<file path="config.mk">
export PLATFORM = sky130hd
export DESIGN_NAME = bounce_sprite_engine
export DESIGN_NICKNAME = d
export VERILOG_FILES = /design/src/rtl/vga_anim_pkg.sv /design/src/rtl/sprite_hit_pipe.sv /design/src/rtl/bounce_sprite_engine.sv
export SDC_FILE = /design/constraint.sdc
export NUM_CORES = 1
export LEC_CHECK = 0
export BUFFER_PORTS_ARGS = -buffer_cell sky130_fd_sc_hd__buf_2
export CORE_ASPECT_RATIO = 1.25
export CORE_MARGIN = 2
export CORE_UTILIZATION = 60
export CTS_BUF_LIST = sky130_fd_sc_hd__clkbuf_4
export DETAILED_ROUTE_END_ITERATION = 16
export GPL_TIMING_DRIVEN = 0
export PLACE_DENSITY = 0.85
export SETUP_SLACK_MARGIN = 0.3
export SLEW_MARGIN = 30
export SYNTH_ARGS = -nofsm -noshare
export SYNTH_HDL_FRONTEND = slang
export SYNTH_SLANG_ARGS = --single-unit
export TNS_END_PERCENT = 30
</file>
<file path="constraint.sdc">
create_clock -name clk -period 8.05 [get_ports clk]
set_input_delay 1.2075 -clock clk [delete_from_list [all_inputs] [get_ports clk]]
set_output_delay 1.2075 -clock clk [all_outputs]
set_load 0.01 [all_outputs]
</file>
<file path="src/rtl/vga_anim_pkg.sv">
// vga_anim_pkg: shared constants, palette and
// per-axis motion step for the VGA sprite path.
package vga_anim_pkg;

  localparam int H_ACTIVE_DEF = 640;
  localparam int V_ACTIVE_DEF = 480;
  localparam int CW = 16;

  typedef enum logic {
    IDLE = 1'b0,
    UPD  = 1'b1
  } upd_state_t;

  localparam logic [7:0][5:0] PALETTE = {
    6'b101010, 6'b111111, 6'b001111, 6'b110011,
    6'b111100, 6'b000011, 6'b001100, 6'b110000
  };

  typedef struct packed {
    logic          dir;
    logic [CW-1:0] pos;
  } step_t;

  // dir=1 moves toward larger coordinates
  function automatic step_t axis_step(
    input logic [CW-1:0] p,
    input logic          dir,
    input logic          wrap,
    input logic [CW-1:0] s,
    input logic [CW-1:0] lim,
    input logic [CW-1:0] rad
  );
    logic [CW:0] pe, se, le, re, sum;
    step_t r;
    pe = {1'b0, p};
    se = {1'b0, s};
    le = {1'b0, lim};
    re = {1'b0, rad};
    sum = pe + se;
    r.dir = dir;
    r.pos = p;
    if (!wrap) begin
      if (dir) begin
        if (sum >= le - re) begin
          r.pos = CW'(le - re - 1'b1);
          r.dir = 1'b0;
        end else begin
          r.pos = CW'(sum);
        end
      end else begin
        if (pe < re + se) begin
          r.pos = rad;
          r.dir = 1'b1;
        end else begin
          r.pos = CW'(pe - se);
        end
      end
    end else begin
      if (dir) begin
        if (sum >= le) r.pos = CW'(sum - le);
        else           r.pos = CW'(sum);
      end else begin
        if (pe < se) r.pos = CW'(pe + le - se);
        else         r.pos = CW'(pe - se);
      end
    end
    return r;
  endfunction

endpackage

</file>
<file path="src/rtl/sprite_hit_pipe.sv">
// sprite_hit_pipe: two-stage distance compare of
// the current pixel against one circular sprite.
module sprite_hit_pipe #(
  parameter int X_W    = 10,
  parameter int RADIUS = 32
) (
  input  logic           clk,
  input  logic           rst_n,
  input  logic [X_W-1:0] hpos,
  input  logic [X_W-1:0] vpos,
  input  logic [X_W-1:0] x,
  input  logic [X_W-1:0] y,
  output logic           in_hit
);

  localparam int SW = 2*X_W + 3;
  localparam logic [SW-1:0] R2 = SW'(RADIUS*RADIUS);

  logic signed [X_W:0]     dx, dy;
  logic signed [2*X_W+1:0] ex, ey, sq_x, sq_y;
  logic [SW-1:0]           d2;

  // S1: signed pixel offsets from the sprite centre
  always_ff @(posedge clk or negedge rst_n) begin
    if (!rst_n) begin
      dx <= '0;
      dy <= '0;
    end else begin
      dx <= $signed({1'b0, hpos}) - $signed({1'b0, x});
      dy <= $signed({1'b0, vpos}) - $signed({1'b0, y});
    end
  end

  assign ex   = {{(X_W+1){dx[X_W]}}, dx};
  assign ey   = {{(X_W+1){dy[X_W]}}, dy};
  assign sq_x = ex * ex;
  assign sq_y = ey * ey;
  assign d2   = {1'b0, sq_x} + {1'b0, sq_y};

  // S2: strict inside-circle test
  always_ff @(posedge clk or negedge rst_n) begin
    if (!rst_n) in_hit <= 1'b0;
    else        in_hit <= (d2 < R2);
  end

endmodule

</file>
<file path="src/rtl/bounce_sprite_engine.sv">
// bounce_sprite_engine: moves N sprites once per
// frame in blanking and renders per-pixel hits.
module bounce_sprite_engine
  import vga_anim_pkg::*;
#(
  parameter int N_SPRITES = 2,
  parameter int H_ACTIVE  = H_ACTIVE_DEF,
  parameter int V_ACTIVE  = V_ACTIVE_DEF,
  parameter int RADIUS    = 32,
  parameter int SPEED_W   = 3,
  parameter int X_W       = 10
) (
  input  logic               clk,
  input  logic               rst_n,
  input  logic [X_W-1:0]     hpos,
  input  logic [X_W-1:0]     vpos,
  input  logic               display_on,
  input  logic               hsync,
  input  logic               vsync,
  input  logic               run,
  input  logic               mode,
  input  logic [SPEED_W-1:0] speed,
  output logic               hit,
  output logic [2:0]         hit_id,
  output logic [5:0]         rgb,
  output logic               hsync_d,
  output logic               vsync_d,
  output logic               busy
);

  if (N_SPRITES < 1 || N_SPRITES > 8 ||
      N_SPRITES*2*RADIUS > H_ACTIVE) begin : g_bad_cfg
    $error("bounce_sprite_engine: bad sprite config");
  end

  logic [X_W-1:0]       px [N_SPRITES];
  logic [X_W-1:0]       py [N_SPRITES];
  logic [N_SPRITES-1:0] pdx, pdy;

  upd_state_t           state;
  logic [2:0]           idx;
  logic [SPEED_W-1:0]   spd_r;
  logic                 mode_r;
  logic                 trig;

  logic [X_W-1:0]       cur_x, cur_y;
  logic                 cur_dx, cur_dy;
  step_t                stx, sty;
  logic                 unused_step;

  logic [N_SPRITES-1:0] in_vec;
  logic [2:0]           win;
  logic [1:0]           don_d, hs_d, vs_d;

  assign trig = (hpos == '0) && (vpos == X_W'(V_ACTIVE));

  // select the sprite being updated this cycle
  always_comb begin
    cur_x  = px[0];
    cur_y  = py[0];
    cur_dx = pdx[0];
    cur_dy = pdy[0];
    for (int i = 0; i < N_SPRITES; i++) begin
      if (idx == 3'(i)) begin
        cur_x  = px[i];
        cur_y  = py[i];
        cur_dx = pdx[i];
        cur_dy = pdy[i];
      end
    end
    stx = axis_step(CW'(cur_x), cur_dx, mode_r,
                    CW'(spd_r), CW'(H_ACTIVE),
                    CW'(RADIUS));
    sty = axis_step(CW'(cur_y), cur_dy, mode_r,
                    CW'(spd_r), CW'(V_ACTIVE),
                    CW'(RADIUS));
  end

  assign unused_step = ^{stx.pos, sty.pos};

  // motion FSM: one sprite per cycle after trigger
  always_ff @(posedge clk or negedge rst_n) begin
    if (!rst_n) begin
      state  <= IDLE;
      idx    <= '0;
      spd_r  <= '0;
      mode_r <= 1'b0;
      busy   <= 1'b0;
      for (int i = 0; i < N_SPRITES; i++) begin
        px[i]  <= X_W'(RADIUS + i*2*RADIUS);
        py[i]  <= X_W'(V_ACTIVE/2);
        pdx[i] <= (i % 2 == 0);
        pdy[i] <= (i % 2 == 0);
      end
    end else begin
      unique case (state)
        IDLE: begin
          if (trig && run) begin
            state  <= UPD;
            idx    <= '0;
            spd_r  <= speed;
            mode_r <= mode;
            busy   <= 1'b1;
          end
        end
        UPD: begin
          for (int i = 0; i < N_SPRITES; i++) begin
            if (idx == 3'(i)) begin
              px[i]  <= stx.pos[X_W-1:0];
              pdx[i] <= stx.dir;
              py[i]  <= sty.pos[X_W-1:0];
              pdy[i] <= sty.dir;
            end
          end
          if (idx == 3'(N_SPRITES-1)) begin
            state <= IDLE;
            busy  <= 1'b0;
          end else begin
            idx <= idx + 3'd1;
          end
        end
        default: state <= IDLE;
      endcase
    end
  end

  for (genvar g = 0; g < N_SPRITES; g++) begin : g_pipe
    sprite_hit_pipe #(
      .X_W    (X_W),
      .RADIUS (RADIUS)
    ) u_pipe (
      .clk    (clk),
      .rst_n  (rst_n),
      .hpos   (hpos),
      .vpos   (vpos),
      .x      (px[g]),
      .y      (py[g]),
      .in_hit (in_vec[g])
    );
  end

  // two-stage delay of visibility and sync
  always_ff @(posedge clk or negedge rst_n) begin
    if (!rst_n) begin
      don_d <= '0;
      hs_d  <= '0;
      vs_d  <= '0;
    end else begin
      don_d <= {don_d[0], display_on};
      hs_d  <= {hs_d[0], hsync};
      vs_d  <= {vs_d[0], vsync};
    end
  end

  // lowest sprite index wins
  always_comb begin
    win = '0;
    for (int i = N_SPRITES-1; i >= 0; i--) begin
      if (in_vec[i]) win = 3'(i);
    end
  end

  assign hit     = (|in_vec) & don_d[1];
  assign hit_id  = hit ? win : 3'd0;
  assign rgb     = hit ? PALETTE[hit_id] : 6'd0;
  assign hsync_d = hs_d[1];
  assign vsync_d = vs_d[1];

endmodule
</file>
After elaboration in Yosys (flattened, before gate mapping)
Memories as Yosys holds them, arrays and structs flattened.
Cells that the tools add are included.

operators by class
  reductions and logical operators = 10
  order comparisons = 11
  multipliers = 4
  muxes and demuxes = 38
  add/subtract/negate cells = 18
  equal/unequal tests = 5
  bitwise operators = 2

operators by type and width
  operator                                                       count
  2-to-1 mux 10 bit                                              10
  multiplier 11 x 11 -> 22 bit                                   4
  adder 22 x 22 -> 23 bit                                        2
  less-than comparator 23 x 11 -> 1 bit (second input constant)  2
  subtractor 10 x 10 -> 11 bit                                   4
  2-to-1 mux 17 bit                                              2
  2-to-1 mux 16 bit                                              2
  adder 10 x 3 -> 11 bit                                         2
  >= comparator 11 x 10 -> 1 bit (second input constant)         2
  >= comparator 11 x 9 -> 1 bit (second input constant)          2
  2-to-1 mux 11 bit                                              2
  subtractor 10 x 3 -> 11 bit                                    2
  less-than comparator 10 x 3 -> 1 bit                           2
  subtractor 10 x 3 -> 10 bit                                    2
  less-than comparator 10 x 17 -> 1 bit                          1
  2-to-1 mux 1 bit                                               13
  2-to-1 mux 3 bit                                               4
  2-to-1 mux 6 bit                                               2
  adder 10 bit (second input constant)                           1
  adder 10 x 9 -> 10 bit (second input constant)                 1
  == test 10 x 9 -> 1 bit (second input constant)                1
  logical NOT 10 bit                                             1
  less-than comparator 10 x 7 -> 1 bit                           1
  AND reduction 2 bit                                            5
  15 further kinds                                               18

word-level totals
  bits in registers = 105
  ROM bits = 48
  input port bits = 30
  memories = 1

memory list
  name              words  width  read ports  clocked after Yosys merged registers in  wr ports  line                         source
  (name not given)  8      6      1           0                                        0         bounce_sprite_engine.sv:165  assign rgb = hit ? PALETTE[hit_id] : 6'd0;

Logic depth before layout (Yosys ltp)
  word-level depth = 7
  gate-level depth with buffers = 31
  depth with buffers taken out = 30

Cells and area by module
Synthesis repeated with hierarchy kept, for this count alone.

unflattened totals
  cell total of the unflattened synthesis = 3008
  area total of the unflattened synthesis = 26532.9 um2

by module, submodules not included
  module                              seq. area each (um2)  cells an instance  instances  area each (um2)
  sprite_hit_pipe (g_pipe[0].u_pipe)  575.6                 1209               1          10633.9
  sprite_hit_pipe (g_pipe[1].u_pipe)  575.6                 1178               1          10553.9
  bounce_sprite_engine                1492.7                621                1          5345.1

Worst setup path after synthesis
No wires, ideal clock.

  kind = reg-to-reg
  from = register g_pipe[0].u_pipe.dx[10]
  to = register g_pipe[0].u_pipe.in_hit
  required time = 7.949 ns
  arrival time = 7.025 ns
  path slack = 0.924 ns
  path buffers = 1
  period minus slack after synthesis = 7.126 ns
  stages on the path, launching flop included = 29
  path through = dfrtp_1 > clkbuf_1 > nand2_1 > fa_1 > inv_1 > fa_1 > fa_1 > fa_1 > inv_1 > fa_1 > inv_1 > ha_1 > a21o_1 > a21o_1 > a21oi_1 > o311ai_0 > a2111oi_0 > o31ai_1 > a21oi_1 > xnor2_1 > ha_1 > inv_1 > nor3_1 > a21oi_1 > o211ai_1 > a2111oi_0 > o2111ai_1 > a211o_1 > nor4_1

on the way
  longest elaborated chain between the ends = 3

ends and longest elaborated chain
  element                                line                   source
  from (decl)                            sprite_hit_pipe.sv:19  logic signed [X_W:0] dx, dy;
  from (signal assigned)                 sprite_hit_pipe.sv:29  dx <= $signed({1'b0, hpos}) - $signed({1'b0, x});
  multiplier 11 x 11 -> 22 bit           sprite_hit_pipe.sv:36  assign sq_x = ex * ex;
  adder 22 x 22 -> 23 bit                sprite_hit_pipe.sv:38  assign d2 = {1'b0, sq_x} + {1'b0, sq_y};
  less-than comparator 23 x 11 -> 1 bit  sprite_hit_pipe.sv:43  else in_hit <= (d2 < R2);
  to (signal assigned)                   sprite_hit_pipe.sv:43
  to (decl)                              sprite_hit_pipe.sv:13  output logic in_hit

Every way passes these cells.
A chain may end at the register's enable or synchronous reset.

Worst setup path after layout
  from = register g_pipe[0].u_pipe.dx[5]
  to = register g_pipe[0].u_pipe.in_hit

Same word-level chain as after synthesis.

==> summary.md <==
| Metric | Value |
|---|---|
| Status | finished clean |
| Fmax | 133 MHz |
| Ys async rst share | 100% |
| Buffers on Ports | 38 |
| Layout Area Growth over Synthesis | 5.40% |
| Ys flop type | dfrtp_1 |
| CTS buffer count | 9 |
| Drt pass-1 iters | 6 |
| DP Wirelength | 51.9 mm |
| Drt wl/cell | 16.5 µm |
| Final Util | 64.1% |
| DRC | 0 |
| First-pass GRT wire length | 102 mm |
| Worst slew pin tran | 0.842 ns |
| RSZ-0062 raised after global routing | true |
| Post-DP Area | 0.0278 mm² |
| Synth Register Bits | 105 |
| Setup Viol. Count Final | 0 |
| Initial antenna violation count | 1 |
| Critical Path RT | 8.50 ns |
| Worst Hold End | don_d[1] |
| YS warnings | 0 |
| Max_cap viols | 0 |
| R2R cell count | 29 |
| Worst R2R Start | g_pipe[0].u_pipe.dx[5] |
| DR vias/cell | 5.60 |
| Gr ovfl total | 0 |
| WP data arrival | 7.99 ns |
| Final setup skew | 0.0237 ns |
| Die X | 193 µm |
| Max clock buf depth | 2 |
| Final Instance Area | 0.0283 mm² |
| Netlist cell types | 107 |
| Slew margin rel. | 42.3% |
| Gr usage total | 27.6% |
| Fin nets | 3848 |
| IO Count | 43 |
| Worst-path clk slew | 0.18 ns |
| Hold Buf Count CTS | 0 |
| Hold Path Class | flop to flop |
| Worst-skew pair later-pin latency | 0.53 ns |
| Crit-path slowest cell | fa_1 |
| Final Cycle Share | 93.7% |
| Cell count after synthesis | 3017 |
| Min-Delay Path Depth | 0 |
| Crit Path Max Fanout | 8 |
| Initial core utilization | 60.8% |
| Endpoint class of the critical path | flop |
| Fin Hold WS | 0.373 ns |
| Pin count of the biggest net entering global routing | 67 |
| Fraction of layout cells with a size suffix above 1 | 7.71% |
| Die Area | 0.0464 mm² |
| Worst R2R End | g_pipe[0].u_pipe.in_hit |
| CTS tree | built |
| Area of the core | 0.0441 mm² |
| First-iteration detailed-routing DRC count | 1141 |
| Vias | 20500 |
| Number of flops mapped to enable cells by yosys | 0 |
| Most common cell after layout, fill and taps aside | inv_1 |
| H-tree depth | 3 |
| Type of the worst setup path | flop to flop |
| CP max stage delay | 0.56 ns |
| R2r setup slk | 0.51 ns |
| Row count | 86 |
| Mean Syn Cell Area | 8.89 µm² |
| Vias in the first global route | 22200 |
| Fin crit period | 7.54 ns |
| Post-route ant nets | 0 |
| Total Routed Length | 60.4 mm |
| Final hold vios | 0 |
| Clk sinks | 105 |
| Crit path launch type | flop |
| Fraction of the yosys area taken by sequential cells | 9.86% |
| Clock tree root buffer cell | clkbuf_4 |
| Mapped cell area | 0.0268 mm² |
| Most frequent cells in the layout | inv_1, fa_1, ha_1, nand2_1 |
| Min-delay src | don_d[0] |
| Die H | 240 µm |
| Max-slew violations | 0 |
| Final Wtd Congestion | 0.975 |
-- area by class of cell --
cell class,count,area [µm²]
multi-input combinational,2138,21400
fill,3573,15800
sequential,105,2650
inverter,694,2620
tap,572,716
buffer,83,494
timing repair buffer,50,310
clock buffer,10,75.1
clock inverter,6,48.8
antenna,1,2.50
-- critical path, delay by kind of cell (launching register included) --
family	cells	cell delay [ns]
DFF	1	0.52
xor gates and xnor gates	2	0.37
buffers and inverters	5	0.68
adders and majority gates	7	2.92
and+or+nand+nor	3	0.42
AOI/OAI and AO/OA	12	2.55
-- registers in the layout, indices dropped and copies added, names as in the netlist --
register and flops:
g_pipe.u_pipe.dx 22, g_pipe.u_pipe.dy 22, px 20, py 20, idx 3, spd_r 3
don_d 2, g_pipe.u_pipe.in_hit 2, hs_d 2, pdx 2, pdy 2, vs_d 2
busy 1, mode_r 1, state 1
-- worst max path at each step --
stage,from,end,slack [ns],depth (start not counted)
finish,g_pipe[0].u_pipe.dx[5],g_pipe[0].u_pipe.in_hit,0.51,29
global route,g_pipe[0].u_pipe.dx[4],g_pipe[0].u_pipe.in_hit,0.25,31
CTS,g_pipe[0].u_pipe.dy[6],g_pipe[0].u_pipe.in_hit,0.28,29
detailed placement,g_pipe[0].u_pipe.dx[9],g_pipe[0].u_pipe.in_hit,-0.40,27
global placement,g_pipe[0].u_pipe.dx[10],g_pipe[0].u_pipe.in_hit,-0.42,28
floorplan,g_pipe[0].u_pipe.dx[10],g_pipe[0].u_pipe.in_hit,0.92,28
-- synth_stat cells (all sizes together) (9+ instances only) --
cell type,number,share of area (%)
o21a,24,0.67
nor2b,59,1.4
a31oi,22,0.54
a21o,40,1.1
and3,16,0.38
a21oi,127,2.4
a41oi,9,0.32
o21ai,123,2.3
clkbuf,63,0.96
mux2i,27,1.3
buf,19,0.58
inv,693,9.7
dfrtp,92,8.6
a211o,11,0.36
nand4,15,0.37
o21bai,12,0.34
o211ai,18,0.52
xor2,35,1.2
nand2b,26,0.61
ha,311,15
fa,426,32
dfstp,13,1.3
nor3,38,0.75
and2,105,2.5
nand3,28,0.52
o31ai,16,0.45
a21boi,10,0.28
or3,12,0.28
o311ai,10,0.33
xnor2,129,4.2
nor2,127,1.8
nand2,223,3.1
nor4,14,0.33
-- kinds of logic (layout without fill, tap and decap cells) --
| group | Yosys count | after routing | share of synthesized area (%) |
|---|---|---|---|
| XOR/XNOR | 165 | 165 | 5.54 |
| buffers and inverters | 777 | 843 | 11.3 |
| AO/OA/AOI/OAI | 493 | 493 | 12.1 |
| adder cells (fa/ha/maj) | 737 | 737 | 46.3 |
| flip-flops | 105 | 105 | 9.86 |
| multiplexers | 34 | 34 | 1.60 |
| other | 1 | 5 | 0.0140 |
| AND/OR/NAND/NOR | 705 | 705 | 13.3 |
-- stage by stage --
step                      cells  setup slack [ns]  setup TNS [ns]
after floorplan            3020             0.924               0
after global placement     3630            -0.421          -0.421
after detailed placement   3631            -0.404          -0.404
after CTS                  3650             0.279               0
after global routing       3659             0.252               0
final                      3659             0.507               0
-- metal layers --
layer  GRT usage, %  vias to the layer above  routed length (µm)
li1               -                     9707                   -
met1           31.8                    10000               23300
met2           50.7                      543               31600
met3           2.85                      206                2400
met4           13.4                        0                3170
met5              0                        -                   0
-- timing repair --
action,in CTS,in global routing
setup endpoints to repair,2,2
setup buffers,3,8
endpoints found under the hold margin,0,0
pin swaps,1,6
gates resized for setup,29,102
Power is left out: the tool's default activity adds up to more than one toggle a clock period on the data nets, which glitch-free logic cannot reach.
